**src/rtl/snake_motion.sv**
```systemverilog
// snake_motion: move-tick divider, direction latch, head stepping, 20-entry
// head history and apple scoring for the snake game. Motion freezes once the
// downstream collision checker raises game_over; only rst brings it back.
module snake_motion #(
  parameter int STEP      = 10,
  parameter int TICK_DIV  = 2500000,
  parameter int START_X   = 320,
  parameter int START_Y   = 240,
  parameter int MAX_SCORE = 19
) (
  input  logic         vga_clk,
  input  logic         rst,
  input  logic         btn_up,
  input  logic         btn_down,
  input  logic         btn_left,
  input  logic         btn_right,
  input  logic [9:0]   apple_x,
  input  logic [9:0]   apple_y,
  input  logic         game_over,
  output logic [9:0]   snakex,
  output logic [9:0]   snakey,
  output logic [199:0] storex,
  output logic [199:0] storey,
  output logic [7:0]   score,
  output logic         ate,
  output logic         move_tick,
  output logic         running
);

  localparam int CW = (TICK_DIV > 1) ? $clog2(TICK_DIV) : 1;
  localparam logic [CW-1:0] CNT_LAST  = CW'(TICK_DIV - 1);
  localparam logic [9:0]    STEP_V    = 10'(STEP);
  localparam logic [9:0]    START_X_V = 10'(START_X);
  localparam logic [9:0]    START_Y_V = 10'(START_Y);
  localparam logic [7:0]    SCORE_MAX = 8'(MAX_SCORE);

  typedef enum logic [1:0] {
    IDLE = 2'd0,
    RUN  = 2'd1,
    DEAD = 2'd2
  } state_t;

  typedef enum logic [1:0] {
    DIR_UP    = 2'd0,
    DIR_DOWN  = 2'd1,
    DIR_LEFT  = 2'd2,
    DIR_RIGHT = 2'd3
  } dir_t;

  // True when b points exactly back along a (a reversal).
  function automatic logic is_opposite(input dir_t a, input dir_t b);
    logic r;
    case (a)
      DIR_UP:    r = (b == DIR_DOWN);
      DIR_DOWN:  r = (b == DIR_UP);
      DIR_LEFT:  r = (b == DIR_RIGHT);
      DIR_RIGHT: r = (b == DIR_LEFT);
      default:   r = 1'b0;
    endcase
    return r;
  endfunction

  state_t         state_q;
  dir_t           dir_q, pend_q, pend_d, press_dir_s;
  logic [CW-1:0]  cnt_q;
  logic [9:0]     snakex_q, snakey_q, head_x_d, head_y_d;
  logic [199:0]   storex_q, storey_q;
  logic [7:0]     score_q;
  logic           ate_q, move_tick_q, running_q;
  logic           press_any_s, press_ok_s, tick_s, hit_s;

  // Button decode, reversal filter, and the head position a move would produce.
  always_comb begin
    press_any_s = btn_up | btn_down | btn_left | btn_right;
    if (btn_up) begin
      press_dir_s = DIR_UP;
    end else if (btn_down) begin
      press_dir_s = DIR_DOWN;
    end else if (btn_left) begin
      press_dir_s = DIR_LEFT;
    end else begin
      press_dir_s = DIR_RIGHT;
    end
    press_ok_s = press_any_s && !is_opposite(dir_q, press_dir_s);
    if (press_ok_s) begin
      pend_d = press_dir_s;
    end else begin
      pend_d = pend_q;
    end
    tick_s   = (cnt_q == CNT_LAST);
    head_x_d = snakex_q;
    head_y_d = snakey_q;
    case (pend_d)
      DIR_UP:    head_y_d = snakey_q - STEP_V;
      DIR_DOWN:  head_y_d = snakey_q + STEP_V;
      DIR_LEFT:  head_x_d = snakex_q - STEP_V;
      DIR_RIGHT: head_x_d = snakex_q + STEP_V;
      default: begin
        head_x_d = snakex_q;
        head_y_d = snakey_q;
      end
    endcase
    hit_s = (head_x_d == apple_x) && (head_y_d == apple_y);
  end

  // Game FSM with all state, history and registered outputs.
  always_ff @(posedge vga_clk) begin
    if (rst) begin
      state_q     <= IDLE;
      dir_q       <= DIR_RIGHT;
      pend_q      <= DIR_RIGHT;
      cnt_q       <= '0;
      snakex_q    <= START_X_V;
      snakey_q    <= START_Y_V;
      storex_q    <= {20{10'h3FF}};
      storey_q    <= {20{10'h3FF}};
      score_q     <= 8'd0;
      ate_q       <= 1'b0;
      move_tick_q <= 1'b0;
      running_q   <= 1'b0;
    end else begin
      ate_q       <= 1'b0;
      move_tick_q <= 1'b0;
      case (state_q)
        IDLE: begin
          cnt_q <= '0;
          if (press_any_s) begin
            state_q   <= RUN;
            running_q <= 1'b1;
            dir_q     <= press_dir_s;
            pend_q    <= press_dir_s;
          end
        end
        RUN: begin
          if (game_over) begin
            // Collision wins over any move due this cycle.
            state_q   <= DEAD;
            running_q <= 1'b0;
          end else begin
            pend_q <= pend_d;
            if (tick_s) begin
              cnt_q       <= '0;
              move_tick_q <= 1'b1;
              dir_q       <= pend_d;
              snakex_q    <= head_x_d;
              snakey_q    <= head_y_d;
              storex_q    <= {storex_q[189:0], snakex_q};
              storey_q    <= {storey_q[189:0], snakey_q};
              if (hit_s) begin
                ate_q <= 1'b1;
                if (score_q < SCORE_MAX) begin
                  score_q <= score_q + 8'd1;
                end
              end
            end else begin
              cnt_q <= cnt_q + {{(CW-1){1'b0}}, 1'b1};
            end
          end
        end
        DEAD: begin
          running_q <= 1'b0;
        end
        default: begin
          state_q   <= IDLE;
          running_q <= 1'b0;
        end
      endcase
    end
  end

  assign snakex    = snakex_q;
  assign snakey    = snakey_q;
  assign storex    = storex_q;
  assign storey    = storey_q;
  assign score     = score_q;
  assign ate       = ate_q;
  assign move_tick = move_tick_q;
  assign running   = running_q;

endmodule
```
**config.mk**
```make
export PLATFORM = sky130hd
export DESIGN_NAME = snake_motion
export DESIGN_NICKNAME = d
export VERILOG_FILES = /design/src/rtl/snake_motion.sv
export SDC_FILE = /design/constraint.sdc
export NUM_CORES = 1
export LEC_CHECK = 0
export CELL_PAD_IN_SITES_DETAIL_PLACEMENT = 1
export CELL_PAD_IN_SITES_GLOBAL_PLACEMENT = 1
export CORE_MARGIN = 1.5
export CORE_UTILIZATION = 35
export CTS_CLUSTER_DIAMETER = 100
export CTS_CLUSTER_SIZE = 24
export DETAILED_ROUTE_END_ITERATION = 8
export PLACE_DENSITY = 0.9
export SYNTH_ARGS = -nofsm -noshare
export SYNTH_HDL_FRONTEND = slang
export SYNTH_SLANG_ARGS = --single-unit
export TNS_END_PERCENT = 50
```
**constraint.sdc**
```tcl
create_clock -name vga_clk -period 8.3 [get_ports vga_clk]
set_input_delay 1.66 -clock vga_clk [delete_from_list [all_inputs] [get_ports vga_clk]]
set_output_delay 1.66 -clock vga_clk [all_outputs]
set_load 0.01 [all_outputs]
```
==> results.json <==
{
  "numCtsBuffers": 23,
  "clock_skew_ps": 19.6,
  "die_w_um": 224,
  "p_total_mw": 3.62,
  "yosysUniqueCellTypes": 71,
  "p_clk_share_pct": 34.4,
  "ir_drop_uv": 127,
  "hp-class": "reg2reg",
  "yosysSeqAreaShare_pct": 51.3,
  "final_common_cell": "nand2_1",
  "routabilityCongestion": 0.839,
  "dieHeight_um": 224,
  "root_buffer": "clkbuf_16",
  "synthFlopType": "dfxtp_1",
  "cts_buffer_depth": 3,
  "gr-total-overflow": 0,
  "via_count": 16400,
  "use_met1_pct": 28.5,
  "h-tree-depth": 1,
  "finalHoldViolCount": 0,
  "fin_setup_tns_ps": 0,
  "rows": 80,
  "postCtsHoldBufs": 0,
  "cts_tree": "yes",
  "grt_pass1_wl_um": 92800,
  "n_antenna_cell": 0,
  "critPathKind": "in2reg",
  "p_seq_share_pct": 58.2,
  "path_clk_slew_ps": 100,
  "area_growth_pct": 31.6,
  "crit_arrival_ps": 6960,
  "finalWirelength_um": 60100,
  "synth-async-reset-ratio_pct": 0,
  "dp_hpwl_um": 43100,
  "grtUsageMet3_pct": 5.05,
  "final_antenna_net_count": 0,
  "rsz0062_at_grt": "no",
  "first_pass_iters": 5,
  "swShare_pct": 25.0,
  "holdWs_ps": 473,
  "layout_worst_path_cycle_share_pct": 78.3,
  "layout.cells.most_common_list": "nand2_1 (801), clkdlybuf4s50_1 (455), dfxtp_1 (437)",
  "timing.slew.headroom_pct": 27.7,
  "power.internal_mw": 2.71,
  "wl_per_cell_um": 19.2,
  "syn_area_per_cell_um2": 7.83,
  "p_per_area_nw_per_um2": 161,
  "ctsResizeCount": 0,
  "num_io_pins": 458,
  "leakage_nw": 10.1,
  "syn_area_um2": 17100,
  "viasPerCell": 5.25,
  "net-switching-power_mw": 0.906,
  "cts_num_sinks": 437,
  "io_buffers": 455,
  "grt_usage_pct": 22.9,
  "fin_nets": 2554,
  "grt_max_degree": 146,
  "max_freq_ghz": 0.154,
  "fillers": 5786,
  "critPathMaxFanout": 16,
  "drc_errors": 0,
  "ys_warn_count": 0,
  "maxCapViolCount": 0,
  "use_met2_pct": 40.0,
  "synthCells": 2181,
  "drtIter0Drc": 1071,
  "synth_edf_count": 0,
  "clk_latency_ps": 570,
  "grt_pass1_vias": 16300,
  "multi_input_area_um2": 7540,
  "dieArea_um2": 50100,
  "initial_utilization_pct": 35.6,
  "regArea_um2": 8750,
  "finalMaxSlewViolations": 0,
  "pwr-share-comb_pct": 7.4,
  "worst_pin_slew_ps": 1090,
  "start_kind": "input pin",
  "antenna_found_initial": 0,
  "grt-busiest-layer": "met2",
  "status": "finished clean",
  "crit_required_ps": 8760,
  "core-area_um2": 47900,
  "synth_seq_cells": 437,
  "finalSetupViolCount": 0,
  "finalCriticalPeriod_ps": 6500,
  "post_cts_buffers": 0,
  "worstSetupEndpointType": "register",
  "drive_gt1_share_pct": 2.35
}
==> layer usage <==
metal	up-vias	part of all wire (%)
met5	-	0
met4	0	2.4
met3	77	6.4
met2	453	49
met1	8073	42
li1	7832	-
==> logic make-up (layout without fill, tap and decap cells) <==
logic type | after synthesis | count (layout) | share of synthesized area [%]
AND/OR/NAND/NOR | 1351 | 1351 | 34.3
flip-flops | 437 | 437 | 51.3
buffers and inverters | 187 | 519 | 4.68
AO/OA/AOI/OAI | 137 | 137 | 5.71
XOR/XNOR | 42 | 42 | 2.16
adder cells (fa/ha/maj) | 18 | 18 | 1.41
multiplexers | 8 | 8 | 0.506
other | 1 | 2 | 0.0220
==> cell type report <==
class / count / area share (%)
clock inverter: 5 / 0.273
sequential: 437 / 39.0
timing repair buffer: 469 / 20.8
clock buffer: 25 / 2.60
inverter: 20 / 0.368
multi-input combinational: 1558 / 33.6
tap: 615 / 3.43
==> flip-flops by register name (all words and copies together) (netlist names) <==
register and flops:
dir_q 2, storey 180, score 8, move_tick 1, snakey 9, running 1
pend_q 2, cnt_q 22, ate 1, storex 200, snakex 9, state_q 2
==> power by group through the flow <==
stage,Combinational [mW],Clock (mW),Sequential [mW]
final,0.268,1.24,2.11
after global routing,0.290,1.36,2.11
after CTS,0.264,1.29,2.11
after detailed placement,0.263,0,2.16
after global placement,0.250,0,2.16
after floorplan,0.195,0,2.15
==> worst max-delay path, stage by stage <==
cell and delay (ps):
clkdlybuf4s50_1 500, nor2_1 370, a2111oi_2 130, a31oi_2 740, o21ai_0 600, inv_1 240
ha_1 300, nor2b_1 170, o31a_1 320, o211a_1 260, o211a_1 230, or3_1 390
and4_1 280, nor4_4 400, mux2_1 360
==> per-stage QoR <==
stage	utilization (%)	area, µm²	setup WS (ps)	instances
5_1_grt	46.8	22500	1490	3129
3_5_place_dp	45.5	21800	1300	3099
4_1_cts	46.8	22500	1910	3129
2_1_floorplan	-	17100	2700	2182
6_report	46.8	22500	1800	3129
3_3_place_gp	45.5	21800	1570	3099
==> cells in the mapped netlist, types with 11 or more instances <==
cell	instances	area, µm²
nor3_1	11	55.1
ha_1	16	200
and3_1	11	68.8
nor4_1	11	68.8
nor2_1	63	236
nand3_1	386	1930
nor2b_1	13	81.3
dfxtp_1	437	8750
buf_4	23	173
inv_1	19	71.3
xnor2_1	29	254
a21oi_1	25	125
clkbuf_1	140	526
xor2_1	13	114
nand2_1	802	3010
o211ai_1	19	143
o21ai_0	30	150
nand4_1	14	87.6
==> final timing paths <==
check	end	startpoint	slack, ps	cells after the start
max reg2reg	score[0]$_SDFFE_PP0P_	dir_q[0]$_SDFFE_PP1P_	3070	14
min	storey[194]$_SDFFE_PP1P_	storey[194]$_SDFFE_PP1P_	470	2
max	score[0]$_SDFFE_PP0P_	btn_left	1800	15
min reg2reg	storey[194]$_SDFFE_PP1P_	storey[194]$_SDFFE_PP1P_	470	2
No activity file was read; power rests on OpenSTA's default activity.
==> RTL change 1 (config.mk and constraints unchanged) <==
Re-encode `state_t` (3 states) as one-hot, 3 bits wide.
--- a/src/rtl/snake_motion.sv
+++ b/src/rtl/snake_motion.sv
@@ -34,10 +34,10 @@
   localparam logic [9:0]    START_Y_V = 10'(START_Y);
   localparam logic [7:0]    SCORE_MAX = 8'(MAX_SCORE);
 
-  typedef enum logic [1:0] {
-    IDLE = 2'd0,
-    RUN  = 2'd1,
-    DEAD = 2'd2
+  typedef enum logic [2:0] {
+    IDLE = 3'b001,
+    RUN  = 3'b010,
+    DEAD = 3'b100
   } state_t;
 
   typedef enum logic [1:0] {
Formal check against the unedited RTL: no difference found for any inputs over 4 cycles, from zero or initial values and one cycle with rst high; so few cycles prove little.
==> RTL change 1 against the original RTL <==
  * Via count down 16%
  * Area after synthesis up 0.63%
  * Routed wire length down 8.5%
  * Clock skew about the same
  * Fmax up 3.5%
  * Critical path type unchanged
  * Power down 0.82%
  * First-iteration DRC count down 39%
  * Largest power group unchanged
  * Setup slack better by 0.22 ns
  * Sequential cell count up 1
  * Cell area up 0.91%
  * Global-route usage down 2.0 points
==> RTL change 1: results (changes against the original RTL) <==
.. list-table::
   :header-rows: 1

   * - Metric
     - Value
   * - Non-clk invs
     - 15 (-25%)
   * - Clock Skew
     - 0.0196 ns (+0.0000359 ns)
   * - Num CTS Buffers
     - 22 (-4.3%)
   * - Net count reported at finish
     - 2140 (-16%)
   * - Top cells by area, synth
     - sky130_fd_sc_hd__dfxtp_1 (51%), sky130_fd_sc_hd__mux2i_1 (22%), sky130_fd_sc_hd__nand2_1 (9.2%), sky130_fd_sc_hd__clkbuf_1 (1.5%), sky130_fd_sc_hd__nor2_1 (1.4%)
   * - Switching part of the total power
     - 23.8% (-1.3 points)
   * - Worst Setup SP
     - btn_up
   * - Crit path DAT
     - 6.76 ns (-0.20 ns)
   * - Area occupied by registers
     - 8770 um^2 (+0.23%)
   * - DR vias/cell
     - 5.09 (-3.1%)
   * - Count of multi-input combinational gates
     - 1157 (-26%)
   * - GP Congestion
     - 0.848 (+1.1%)
   * - Highest cell delay on the worst timing path
     - 0.70 ns (-0.04 ns)
   * - First-pass GRT wire length
     - 83600 um (-9.9%)
   * - Number of distinct library cells after synthesis
     - 69 (-2.8%)
   * - Nonclk buf count
     - 461 (-1.7%)
   * - Period Utilization, post-route
     - 75.6% (-2.7 points)
   * - Clock network area share
     - 2.77% (-0.10 points)
   * - Worst-case register-to-register setup slack
     - 3.20 ns (+0.13 ns)
   * - Proportion of synthesized chip area in sequential cells
     - 51.0% (-0.20 points)
   * - Run status
     - completed
   * - Worst-margin pin slew
     - 1.27 ns (+0.186 ns)
   * - GR met1 Demand/Resource
     - 23.6% (-4.9 points)
   * - Worst reg-to-reg path cell count
     - 15 (+1)
   * - Pre-CTS setup slack
     - 1.53 ns (+0.229 ns)
   * - Fraction of layout cells with a size suffix above 1
     - 2.19% (-0.15 points)
   * - Peak supply drop
     - 0.113 mV (-11%)
   * - Destination of the worst register-to-register timing path
     - score[2]
   * - Number of global-route vias before repair
     - 14504 (-11%)
-- RTL change 1: through the flow --
step | utilization [%] | instance area, um^2 | hold slack (ns) | cells | power, mW
after floorplan | - | 17200 | 0.449 | 1736 | 2.35
after global placement | 45.9 | 22000 | 0.455 | 2686 | 2.41
after detailed placement | 45.9 | 22000 | 0.470 | 2686 | 2.42
after CTS | 47.2 | 22700 | 0.482 | 2712 | 3.64
after global routing | 47.2 | 22700 | 0.509 | 2712 | 3.73
final | 47.2 | 22700 | 0.485 | 2712 | 3.59
-- RTL change 1: cells by family (layout without fill, tap and decap cells) --
| family | count (synthesis) | count (layout) | share of synthesized area [%] |
|---|---|---|---|
| multiplexers | 378 | 378 | 22.0 |
| XOR/XNOR | 46 | 46 | 2.39 |
| buffers and inverters | 141 | 502 | 3.61 |
| AND/OR/NAND/NOR | 589 | 589 | 14.4 |
| flip-flops | 438 | 438 | 51.0 |
| other | 1 | 2 | 0.0218 |
| AO/OA/AOI/OAI | 124 | 124 | 5.12 |
| adder cells (fa/ha/maj) | 18 | 18 | 1.40 |
-- RTL change 1: worst min path at each step --
stage	end	slack, ns	cells after the start
floorplan	cnt_q[1]	0.45	2
finish	storex[198]	0.49	2
global route	cnt_q[1]	0.51	2
CTS	cnt_q[1]	0.48	2
global placement	storex[194]	0.46	2
detailed placement	cnt_q[1]	0.47	2
-- RTL change 1: power groups by stage --
stage               sequential, mW  combinational [mW]  clock [mW]
finish                        2.12               0.261        1.21
global route                  2.12               0.285        1.33
floorplan                     2.16               0.189           0
global placement              2.17               0.245           0
detailed placement            2.17               0.258           0
CTS                           2.12               0.260        1.26
-- RTL change 1: layer usage --
metal	vias up	share of wire (%)
li1	6583	-
met1	6714	40
met2	405	50
met3	98	6.8
met4	0	3.8
met5	-	0
==> RTL change 2 (same flow settings) <==
Without the edit above. The parameter `TICK_DIV` goes from 2500000 to 625000.
--- a/src/rtl/snake_motion.sv
+++ b/src/rtl/snake_motion.sv
@@ -3,7 +3,7 @@
 // downstream collision checker raises game_over; only rst brings it back.
 module snake_motion #(
   parameter int STEP      = 10,
-  parameter int TICK_DIV  = 2500000,
+  parameter int TICK_DIV  = 625000,
   parameter int START_X   = 320,
   parameter int START_Y   = 240,
   parameter int MAX_SCORE = 19
Check against the original RTL: no difference found for any inputs over 4 cycles, from zero or initial values and one cycle with rst high; that may be too few to reach the edited logic, so the function may still have changed.
==> RTL change 2 against the original RTL <==
  * Routed wire length increased by 2.5%
  * Area after synthesis increased by 4.7%
  * Sequential cell count decreased by 2
  * First-iteration DRC count increased by 3.6%
  * Cell count increased by 1.3%
  * Power decreased by 0.19%
  * Setup slack improved by 0.071 ns
  * Largest cell class unchanged
  * Largest power group unchanged
  * Cell area increased by 3.7%
==> RTL change 2: results (changes against the original RTL) <==
.. list-table::
   :header-rows: 1

   * - Metric
     - Value
   * - Run status
     - completed
   * - Sequential share of power
     - 58.0% (-0.2 points)
   * - Seq/total area
     - 37.4% (-1.6 points)
   * - Detailed-route wire length on metal 1
     - 26600 um (+4.9%)
   * - Fraction of the mapped netlist area in compound gates
     - 5.03% (-0.68 points)
   * - Net count reported at finish
     - 2539 (-0.59%)
   * - Routed wire length
     - 61600 um (+2.5%)
   * - Worst-path fanout max
     - 10 (-6)
   * - Max transition margin
     - 13.9% (-14 points)
   * - Hpwl dp
     - 44200 um (+2.6%)
   * - Switching part of the total power
     - 24.5% (-0.53 points)
   * - Portion of total power attributed to the clock network
     - 34.1% (-0.3 points)
   * - XOR/XNOR Fraction of Synth Area
     - 2.10% (-0.055 points)
   * - Period Utilization, post-route
     - 77.5% (-0.86 points)
   * - GP Congestion
     - 0.891 (+6.2%)
   * - Met3 layer wire length in the routed design
     - 3600 um (-6.6%)
   * - GR met1 Demand/Resource
     - 28.0% (-0.49 points)
   * - Ranking of synthesized cells by instance count
     - sky130_fd_sc_hd__nand2_1 (800), sky130_fd_sc_hd__dfxtp_1 (435), sky130_fd_sc_hd__nand3b_1 (383), sky130_fd_sc_hd__clkbuf_1 (145), sky130_fd_sc_hd__nor2_1 (61)
   * - Fraction of layout cells with a size suffix above 1
     - 2.04% (-0.31 points)
   * - Clock Skew
     - 0.0267 ns (+0.00718 ns)
   * - Power per cell area
     - 155 nW/um^2 (-3.8%)
   * - Destination of the worst register-to-register timing path
     - score[2]
   * - Nonclk buf count
     - 462 (-1.5%)
   * - Share of the final layout cell area in multi-input gates
     - 35.9% (+2.4 points)
   * - Clock network area share
     - 2.76% (-0.11 points)
   * - Worst-case register-to-register setup slack
     - 3.02 ns (-0.05 ns)
   * - First DRT Iteration DRCs
     - 1110 (+3.6%)
   * - Highest cell delay on the worst timing path
     - 0.58 ns (-0.16 ns)
   * - Number of distinct library cells after synthesis
     - 61 (-14%)
   * - Number of clock buffers in the layout
     - 24 (-4.0%)
   * - Non-filler cells in the finished layout
     - 3170 (+1.3%)
## RTL change 2: changes by cell type after synthesis, moves of 6 or more
| cell | delta |
|---|---|
| sky130_fd_sc_hd__nand3b_1 | +382 |
| sky130_fd_sc_hd__nand3_1 | -370 |
| sky130_fd_sc_hd__o211ai_1 | -17 |
| sky130_fd_sc_hd__nor3_1 | +6 |
| sky130_fd_sc_hd__nand2b_1 | +7 |
| sky130_fd_sc_hd__nand4_1 | -10 |
| sky130_fd_sc_hd__a21oi_1 | +16 |
| sky130_fd_sc_hd__a211o_1 | +9 |
## RTL change 2: worst max path at each step
stage	startpoint	depth (start not counted)	end
final	btn_left	16	score[2]
after global routing	btn_left	16	score[0]
after CTS	btn_left	16	score[0]
after detailed placement	btn_left	16	score[0]
after global placement	btn_left	16	score[2]
after floorplan	btn_up	16	score[2]
## RTL change 2: critical path: cells and delay by family
kind	cells	cell delay [ns]
buf+inv	2	0.77
xor+xnor	3	0.55
compound gates	4	1.40
simple gates	5	1.89
mux	1	0.31
fa+ha+maj	1	0.28
